File: config.mk
export PLATFORM = sky130hd
export DESIGN_NAME = dmem_arbiter
export DESIGN_NICKNAME = d
export VERILOG_FILES = /design/src/rtl/dmem_arb_pkg.sv /design/src/rtl/rr_pick2.sv /design/src/rtl/dmem_arbiter.sv
export SDC_FILE = /design/constraint.sdc
export NUM_CORES = 1
export LEC_CHECK = 0
export CAP_MARGIN = 30
export CORE_MARGIN = 8
export CORE_UTILIZATION = 35
export CTS_BUF_LIST = sky130_fd_sc_hd__clkbuf_4 sky130_fd_sc_hd__clkbuf_8
export CTS_CLUSTER_SIZE = 20
export DETAILED_ROUTE_END_ITERATION = 6
export GPL_ROUTABILITY_DRIVEN = 0
export PLACE_DENSITY = 0.74
export SLEW_MARGIN = 25
export SYNTH_ARGS = -nofsm -noshare
export SYNTH_HDL_FRONTEND = slang
export SYNTH_SLANG_ARGS = --single-unit
File: constraint.sdc
create_clock -name clk -period 6.5 [get_ports clk]
set_clock_uncertainty 0.1 [all_clocks]
set_input_delay 1.95 -clock clk [delete_from_list [all_inputs] [get_ports clk]]
set_output_delay 1.95 -clock clk [all_outputs]
set_load 0.01 [all_outputs]
File: src/rtl/dmem_arb_pkg.sv
// Shared types and constants for the two-port data-memory arbiter.
package dmem_arb_pkg;

  localparam int DEF_ADDR_W = 8;
  localparam int DEF_DATA_W = 8;
  localparam int MAX_LOCK_W = 3;

  typedef enum logic [1:0] {IDLE, LOCK0, LOCK1} arb_state_t;

  function automatic logic [MAX_LOCK_W-1:0] sat_inc(input logic [MAX_LOCK_W-1:0] v,
                                                    input logic [MAX_LOCK_W-1:0] lim);
    return (v >= lim) ? lim : v + MAX_LOCK_W'(1);
  endfunction

endpackage

File: src/rtl/rr_pick2.sv
// Two-way round-robin picker: on a tie the port that did not win last time wins.
module rr_pick2 (
  input  logic [1:0] req,
  input  logic       last,
  output logic [1:0] gnt
);

  always_comb begin
    gnt = 2'b00;
    case (req)
      2'b01:   gnt = 2'b01;
      2'b10:   gnt = 2'b10;
      2'b11:   gnt = last ? 2'b01 : 2'b10;
      default: gnt = 2'b00;
    endcase
  end

endmodule

File: src/rtl/dmem_arbiter.sv
// Round-robin arbiter with bounded locking that shares one 256x8 dmem between
// the CPU load/store path (port 0) and a secondary master (port 1).
module dmem_arbiter
  import dmem_arb_pkg::*;
#(
  parameter int ADDR_W   = DEF_ADDR_W,
  parameter int DATA_W   = DEF_DATA_W,
  parameter int MAX_LOCK = 4
) (
  input  logic              clk,
  input  logic              reset,
  input  logic              req0,
  input  logic              req1,
  input  logic              we0,
  input  logic              we1,
  input  logic [ADDR_W-1:0] addr0,
  input  logic [ADDR_W-1:0] addr1,
  input  logic [DATA_W-1:0] wdata0,
  input  logic [DATA_W-1:0] wdata1,
  input  logic              lock0,
  input  logic              lock1,
  output logic              gnt0,
  output logic              gnt1,
  output logic              rvalid0,
  output logic              rvalid1,
  output logic [DATA_W-1:0] rdata0,
  output logic [DATA_W-1:0] rdata1,
  output logic              mem_we,
  output logic [ADDR_W-1:0] mem_addr,
  output logic [DATA_W-1:0] mem_di,
  input  logic [DATA_W-1:0] mem_dout
);

  localparam logic [MAX_LOCK_W-1:0] LOCK_MAX = MAX_LOCK_W'(MAX_LOCK);

  arb_state_t            state_reg, state_next;
  logic [MAX_LOCK_W-1:0] cnt_reg, cnt_next;
  logic                  rr_reg, rr_next;
  logic [1:0]            pick_gnt, gnt_c, gnt, we_v;

  assign we_v = {we1, we0};

  rr_pick2 u_pick (
    .req  ({req1, req0}),
    .last (rr_reg),
    .gnt  (pick_gnt)
  );

  always_ff @(posedge clk or posedge reset) begin
    if (reset) begin
      state_reg <= IDLE;
      cnt_reg   <= '0;
      rr_reg    <= 1'b1;
    end else begin
      state_reg <= state_next;
      cnt_reg   <= cnt_next;
      rr_reg    <= rr_next;
    end
  end

  always_comb begin
    gnt_c      = 2'b00;
    state_next = IDLE;
    cnt_next   = '0;
    rr_next    = rr_reg;
    // An owner that drops req loses the lock at once and the cycle is a plain tie-break.
    case (state_reg)
      LOCK0:   gnt_c = !req0 ? pick_gnt : ((cnt_reg == LOCK_MAX && req1) ? 2'b10 : 2'b01);
      LOCK1:   gnt_c = !req1 ? pick_gnt : ((cnt_reg == LOCK_MAX && req0) ? 2'b01 : 2'b10);
      default: gnt_c = pick_gnt;
    endcase
    gnt = gnt_c & {2{~reset}};
    if (gnt[0]) begin
      rr_next = 1'b0;
      if (lock0) begin
        state_next = LOCK0;
        cnt_next   = (state_reg == LOCK0) ? sat_inc(cnt_reg, LOCK_MAX) : MAX_LOCK_W'(1);
      end
    end else if (gnt[1]) begin
      rr_next = 1'b1;
      if (lock1) begin
        state_next = LOCK1;
        cnt_next   = (state_reg == LOCK1) ? sat_inc(cnt_reg, LOCK_MAX) : MAX_LOCK_W'(1);
      end
    end
  end

  assign gnt0 = gnt[0];
  assign gnt1 = gnt[1];

  // Pure muxes keyed on the grant so an idle port's X never reaches the memory.
  assign mem_we   = gnt[0] ? we0    : (gnt[1] ? we1    : 1'b0);
  assign mem_addr = gnt[0] ? addr0  : (gnt[1] ? addr1  : '0);
  assign mem_di   = gnt[0] ? wdata0 : (gnt[1] ? wdata1 : '0);

  for (genvar gi = 0; gi < 2; gi++) begin : g_ret
    logic              rvalid_reg;
    logic [DATA_W-1:0] rdata_reg;
    always_ff @(posedge clk or posedge reset) begin
      if (reset) begin
        rvalid_reg <= 1'b0;
        rdata_reg  <= '0;
      end else begin
        rvalid_reg <= gnt[gi] & ~we_v[gi];
        if (gnt[gi] & ~we_v[gi]) rdata_reg <= mem_dout;
      end
    end
  end

  assign rvalid0 = g_ret[0].rvalid_reg;
  assign rvalid1 = g_ret[1].rvalid_reg;
  assign rdata0  = g_ret[0].rdata_reg;
  assign rdata1  = g_ret[1].rdata_reg;

endmodule

Word level (Yosys, flattened, before mapping)

Index checks and enable logic that the tools add are counted.

Register bits: 24
Output and inout bits: 37
Logic and storage cells: 50

$add $sub $neg: 1
Order comparisons: 1
Eq/ne operators: 6
Multiplexer cells: 26
Bitwise operators: 6
Reductions and logical operators: 3

Operators with widths:

| cell                                                      | number |
|---|---|
| 2-to-1 mux 8 bit                                          | 4 |
| 2-to-1 mux 3 bit                                          | 7 |
| 2-to-1 mux 2 bit                                          | 8 |
| equality test 2 bit (second input constant)               | 3 |
| one-hot mux 2 bit (3 select lines)                        | 1 |
| 2-to-1 mux 1 bit                                          | 5 |
| equality test 2 x 1 -> 1 bit (second input constant)      | 2 |
| one-hot mux 2 bit (2 select lines)                        | 1 |
| adder 3 x 1 -> 3 bit (second input constant)              | 1 |
| equality test 3 bit (second input constant)               | 1 |
| greater-or-equal comparator 3 bit (second input constant) | 1 |
| inverter 1 bit                                            | 3 |
| bitwise AND 1 bit                                         | 2 |
| bitwise AND 2 bit                                         | 1 |
| logical AND 1 bit                                         | 2 |
| nonzero test 2 bit                                        | 1 |

Longest topological paths before layout

Gate-level depths: netlist of run 1.

Depth after elaboration: 8
Mapped depth: 7
Depth with buffers taken out: 6

Hierarchy

A second synthesis of run 1 with hierarchy kept.

Cells, all modules: 107
Area total of the unflattened synthesis: 1281.2 um^2

By module, submodules not included:

| module       | instances | cells each | area an instance (um^2) | seq. area each (um^2) |
|---|---|---|---|---|
| dmem_arbiter | 1         | 104        | 1262.5                  | 601.8 |
| rr_pick2     | 1         | 3          | 18.8                    | 0.0 |

Worst setup path after synthesis of run 1

No wires, ideal clock.

Path kind: input port to output port
Start: input reset
End: output mem_di[1]
Data arrival time: 3.362 ns
Required time: 4.450 ns
Path slack: 1.088 ns
Stages on the path: 5
Cells stage by stage: inv_1 > o21ai_1 > buf_2 > nor3b_1 > mux2_4

Word-level cells in the longest chain between the ends: 4

Ends and longest elaborated chain:

| element             | line               | RTL |
|---|---|---|
| start: declaration  | dmem_arbiter.sv:11 | `input logic reset,` |
| inverter 1 bit *    | dmem_arbiter.sv:72 | `gnt = gnt_c & {2{~reset}};` |
| bitwise AND 2 bit * | dmem_arbiter.sv:72 |  |
| 2-to-1 mux 8 bit    | dmem_arbiter.sv:94 | `assign mem_di = gnt[0] ? wdata0 : (gnt[1] ? wdata1 : '0);` |
| 2-to-1 mux 8 bit *  | dmem_arbiter.sv:94 |  |
| end: declaration    | dmem_arbiter.sv:30 | `output logic [DATA_W-1:0] mem_di,` |

Every way passes the cells marked *; elsewhere a longest branch is shown, timed or not.

Worst setup path in the final report of run 1

Start: input req0
End: output mem_addr[7]

Word-level cells in the longest chain between the ends: 7

Ends and longest elaborated chain:

| element                                                                       | line                                   | RTL |
|---|---|---|
| start: declaration                                                            | dmem_arbiter.sv:12                     | `input logic req0,` |
| equality test 2 bit, or another cell as far along                             | rr_pick2.sv:10                         | `case (req)` |
| one-hot mux 2 bit (3 select lines) / 2-to-1 mux 2 bit (equally long branches) | rr_pick2.sv:10, dmem_arbiter.sv:69     |  |
| 2-to-1 mux 2 bit, on equally long branches                                    | dmem_arbiter.sv:69, dmem_arbiter.sv:68 |  |
| one-hot mux 2 bit (2 select lines) *                                          | dmem_arbiter.sv:67                     | `case (state_reg)` |
| bitwise AND 2 bit *                                                           | dmem_arbiter.sv:72                     |  |
| 2-to-1 mux 8 bit                                                              | dmem_arbiter.sv:93                     | `assign mem_addr = gnt[0] ? addr0 : (gnt[1] ? addr1 : '0);` |
| 2-to-1 mux 8 bit *                                                            | dmem_arbiter.sv:93                     |  |
| end: declaration                                                              | dmem_arbiter.sv:29                     | `output logic [ADDR_W-1:0] mem_addr,` |

Marks and branches as above.

==> metrics.txt, run 1 <==
cells on worst reg2reg path=7; sequential power share=0.333; Pins Over Slew Limit=0; Port Buffers=84; gr ovfl total=0; Cell Count Post-Placement=between 200 and 300; largest net degree at the start of global routing=26; RR Startpoint=state_reg[0]; Post-synth EDFFs=0; number of global-route vias before repair=between 1000 and 1500; Setup Viol. Count Final=0; via count=~1300; period utilization=0.968; Gates resized, CTS repair=0; final WL=between 4000 and 5000 um; Via density=between 4 and 5; flop-to-flop setup slack=approximately 4.2 ns; GRT Util Overall=0.125; CTS Sinks=24; # DRC=0; async set or reset register ratio after synthesis=1.00; register bit total from synthesis=24; fin cells=271; mapped cell area=1510 sq um; Worst Hold Path EP=rdata1[6]; R2R Path End=rdata1[3]; minimum clock period=approximately 6.3 ns; Synth area leader=dfrtp_1; Internal=roughly 480 uW; effective utilization at floorplan=0.353; Fin Hold WS=roughly 0.41 ns; Commonest cells post-synth=31 x mux2_2, 23 x dfrtp_1, 17 x nor3b_1; Final WS setup=between 0.2 and 0.25 ns; most numerous cell in the Yosys netlist=mux2_2; worst hold start=rdata1[6]; Yosys top cell area share=0.382; CP Launch Type=input port; Post-CTS Hold Buffers=0; Hold Fails Final Rpt=0; fmax=159 MHz; CP most frequent cell=clkdlybuf4s50_1; drt wl/cell=16.0 um; Yosys cell types=27; Mean Syn Cell Area=11.5 sq um; switching part of the total power=0.289; clock network fraction of design power=0.188; Antenna Diode Count=0; pwr dens=274 nW/um^2; IO Count=85; Mapped Nets=183; NetSw=just under 200 uW; Initial DRC Count=42; max incr delay on CP=approximately 0.60 ns; # Post-CTS Setup Buffers=0; antenna-violating nets left=0; Synth Flop Type=dfrtp_1; nets=approximately 270; Die Y=approximately 82 um; cells after synthesis=roughly 130; Synth-to-Final Area Change=64.6%; status=finished clean; required time of the critical path=~4.5 ns; layout cells sized above 1=0.219; crit end category=output pin; clock latency on the worst-skew pair=between 0.2 and 0.3 ns; post-DP HPWL=3510 um; CP max FO=12; Die Area=approximately 6700 sq um; First-pass DRT Iterations=4; register area share after synthesis=0.400; hold crit path type=reg2reg; final total power=about 680 uW; FILL cells=365; Synthesis Warnings=0; RSZ-0062 raised after global routing=false; Clock Tree Buf Depth=2; post-place setup slack=between 0.2 and 0.25 ns; number of antenna violations at the first check in global routing=0; Setup TNS=0 ns; core area=between 4000 and 5000 sq um; Crit Path Class=in2out; total CTS buffers=3; Max-Cap Viols=0; Reg clk slew, reported paths=0.08 ns; Slowest-stage cell, CP=o21ai_1; H-tree levels=1; Max VDD drop=roughly 0.22 mV; Area after DPL=2410 sq um; hold path depth=1; Slew headroom=0.492; CTS tree=yes; ranking of synthesized cells by area=dfrtp_1 38%, mux2_2 23%, nor3b_1 8.5%, ha_1 3.3%, mux2i_1 2.7%; Least-Margin Pin Slew=0.757 ns; global-route wire length before repair=6710 um; Comb pwr share=0.480; Design Area, Final=around 2500 sq um; critical-path cell list=clkdlybuf4s50_1 > a21boi_0 > o21ai_1 > buf_4 > nor3b_1 > mux2_2 > clkdlybuf4s50_1; die width=a little over 80 um; site row count=24; Arrival @ worst endpoint=between 4 and 5 ns; CTS root buffer=clkbuf_8; final core occ=0.582; LEAKAGE=1.04 nW
kinds of logic after synthesis:
logic type / share of synthesized area
mux: 0.278
simple gates: 0.157
flops: 0.400
buf+inv: 0.0548
compound gates: 0.0772
fa+ha+maj: 0.0332
cell type report:
type	count	area (sq um)	share of cell area
repair buffers	90	886	0.357
multi-input cells	92	822	0.331
flip-flops and latches	24	602	0.243
well taps	52	65.1	0.0262
clock buffers	3	41.3	0.0166
inverters	9	33.8	0.0136
clock inverters	1	30.0	0.0121
layout by cell type (no fill, tap or decap), types with 2 or more instances in the layout:
| master | synthesis | final |
|---|---|---|
| a21boi_0 | 2 | 2 |
| and3_1 | 2 | 2 |
| buf_4 | 0 | 6 |
| clkbuf_8 | 0 | 3 |
| clkdlybuf4s50_1 | 0 | 84 |
| dfrtp_1 | 23 | 23 |
| ha_1 | 4 | 4 |
| inv_1 | 9 | 9 |
| mux2_2 | 31 | 31 |
| mux2_4 | 2 | 2 |
| mux2i_1 | 4 | 4 |
| nand2_1 | 7 | 7 |
| nand3_1 | 2 | 2 |
| nor2_1 | 3 | 3 |
| nor3b_1 | 17 | 17 |
| o211ai_1 | 2 | 2 |
| o211ai_2 | 2 | 2 |
| o21ai_0 | 3 | 3 |
| or3_1 | 3 | 3 |
critical path: cells and delay by family:
family          cells  cell delay, ns
mux                 1            0.27
simple gates        1            0.07
compound gates      2            0.68
buf+inv             3            1.27
how the worst max path moves through the flow:
stage | start | to | slack [ns] | cells after the start
global placement | req0 | mem_addr[1] | 0.26 | 7
global route | req0 | mem_addr[7] | 0.01 | 7
floorplan | reset | mem_di[1] | 1.09 | 5
finish | req0 | mem_addr[7] | 0.20 | 7
detailed placement | req0 | mem_addr[7] | 0.21 | 7
CTS | req0 | mem_addr[7] | 0.20 | 7
power groups by stage:
stage               clock network, mW  registers [mW]  logic (mW)
detailed placement                  0           0.229       0.329
finish                          0.128           0.226       0.326
floorplan                           0           0.248       0.127
global route                    0.137           0.233       0.350
CTS                             0.132           0.227       0.332
global placement                    0           0.225       0.327
routing by layer:
metal | part of all wire | routed length [um] | GRT usage
met5 | 0 | 0 | 0
met4 | 0.0023 | 10 | 0.0263
met3 | 0.12 | 530 | 0.0547
met2 | 0.46 | 2000 | 0.213
met1 | 0.41 | 1800 | 0.142
(Power assumes the default switching activity.)
==> run 2, diff against run 1 <==
- CORE_MARGIN: 8 -> not set
- HOLD_SLACK_MARGIN: not set -> 0.12
==> run 2 against run 1 <==
  * Sequential share of layout area grew 0.17 points
  * Global-route usage is 5.0 points higher
  * Non-clock buffer count is 2 lower
  * Power down 1.0%
  * Via count grew 1.1%
  * Critical path type unchanged
  * Critical endpoint is now mem_addr[1]
  * Largest power group unchanged
==> metrics.txt, run 2 (same netlist as run 1, synthesis figures left out) <==
GRT Util Overall=0.175; Max-Cap Viols=0; Setup Viol. Count Final=0; Max VDD drop=roughly 0.24 mV; # DRC=0; number of antenna violations at the first check in global routing=0; H-tree levels=1; final core occ=0.607; pwr dens=approximately 270 nW/um^2; period utilization=0.955; required time of the critical path=approximately 4.5 ns; clock latency on the worst-skew pair=~0.26 ns; Synth-to-Final Area Change=63.5%; commonest non-fill, non-tap cells in the layout=84 x clkdlybuf4s50_1, 31 x mux2_2, 23 x dfrtp_1, 17 x nor3b_1, 9 x inv_1; Least-Margin Pin Slew=~0.53 ns; sequential power share=0.337; CTS Sinks=24; Internal=a little under 500 uW; antenna-violating nets left=0; drt wl/cell=14.7 um; post-DP HPWL=3090 um; Slew headroom=0.644; Comb pwr share=0.474; layout cells sized above 1=0.212; Reg clk slew, reported paths=about 0.08 ns; Clock Tree Buf Depth=2; site row count=23; Post-CTS Hold Buffers=0; number of global-route vias before repair=approximately 1400; Arrival @ worst endpoint=~4.2 ns; Setup TNS=0 ns; # Post-CTS Setup Buffers=0; RSZ-0062 raised after global routing=false; Antenna Diode Count=0; Port Buffers=84; final WL=3930 um; minimum clock period=6.21 ns; clock network fraction of design power=0.189; global-route wire length before repair=6000 um; die width=about 68 um; hold path depth=1; Pins Over Slew Limit=0; Design Area, Final=between 2000 and 2500 sq um; IO Count=85; CTS tree=yes; crit end category=output pin; fmax=~160 MHz; cells on worst reg2reg path=6; gr ovfl total=0; hold crit path type=reg2reg; CP max FO=24; total CTS buffers=3; NetSw=roughly 190 uW; LEAKAGE=slightly above 1 nW; effective utilization at floorplan=0.371; CP Launch Type=input port; switching part of the total power=0.283; status=finished clean; commonest non-fill, non-tap cell in the layout=clkdlybuf4s50_1; CTS root buffer=clkbuf_8; nets=270; Gates resized, CTS repair=0; Via density=5.00; Area after DPL=approximately 2400 sq um; First-pass DRT Iterations=4; Crit Path Class=in2out; Hold Fails Final Rpt=0; via count=1334; core area=roughly 4100 sq um; Initial DRC Count=16; largest net degree at the start of global routing=25; Die Area=around 4600 sq um; final total power=between 600 and 700 uW; Die Y=~68 um
run 2: cell type report:
| class | count | area (sq um) |
|---|---|---|
| timing repair buffer | 88 | 871 |
| multi-input combinational | 92 | 822 |
| fill | 333 | 1600 |
| sequential | 24 | 602 |
| clock inverter | 1 | 30.0 |
| clock buffer | 3 | 41.3 |
| inverter | 9 | 33.8 |
| tap | 50 | 62.6 |
run 2: per-stage QoR:
stage                     std cells  setup WS [ns]  hold slack, ns
after floorplan                 131           1.09           0.424
after global placement          263          0.380           0.387
after detailed placement        263          0.304           0.393
after CTS                       267          0.294           0.412
after global routing            267          0.124           0.421
final                           267          0.294           0.411
run 2: final timing paths:
path                             from  slack, ns          end
max in group asynchronous       reset       3.81    rdata0[6]
min reg2reg                 rdata0[3]       0.41    rdata0[3]
min in group asynchronous       reset       1.93   cnt_reg[1]
max                              req0       0.29  mem_addr[1]
max reg2reg                cnt_reg[0]       4.23    rdata1[2]
min                         rdata0[3]       0.41    rdata0[3]
run 2: critical path, stage by stage:
cell	delay, ns
clkdlybuf4s50_1	0.51
a21oi_1	0.16
o21ai_0	0.16
o211ai_2	0.19
buf_4	0.33
mux2_2	0.38
clkdlybuf4s50_1	0.48
run 2: layer usage:
| metal | part of all wire | track usage | routed length [um] | vias up |
|---|---|---|---|---|
| met1 | 0.38 | 0.179 | 1490 | 628 |
| met4 | 0.0053 | 0.0612 | 21 | 0 |
| met3 | 0.13 | 0.0574 | 494 | 2 |
| met2 | 0.49 | 0.325 | 1920 | 68 |
| li1 | - | - | - | 636 |
| met5 | 0 | 0 | 0 | - |
run 2: power by group through the flow:
| stage | combinational (mW) | sequential, mW | clock, mW |
|---|---|---|---|
| 2_1_floorplan | 0.127 | 0.248 | 0 |
| 3_3_place_gp | 0.316 | 0.226 | 0 |
| 3_5_place_dp | 0.322 | 0.229 | 0 |
| 4_1_cts | 0.323 | 0.227 | 0.131 |
| 5_1_grt | 0.344 | 0.234 | 0.137 |
| 6_report | 0.319 | 0.227 | 0.127 |
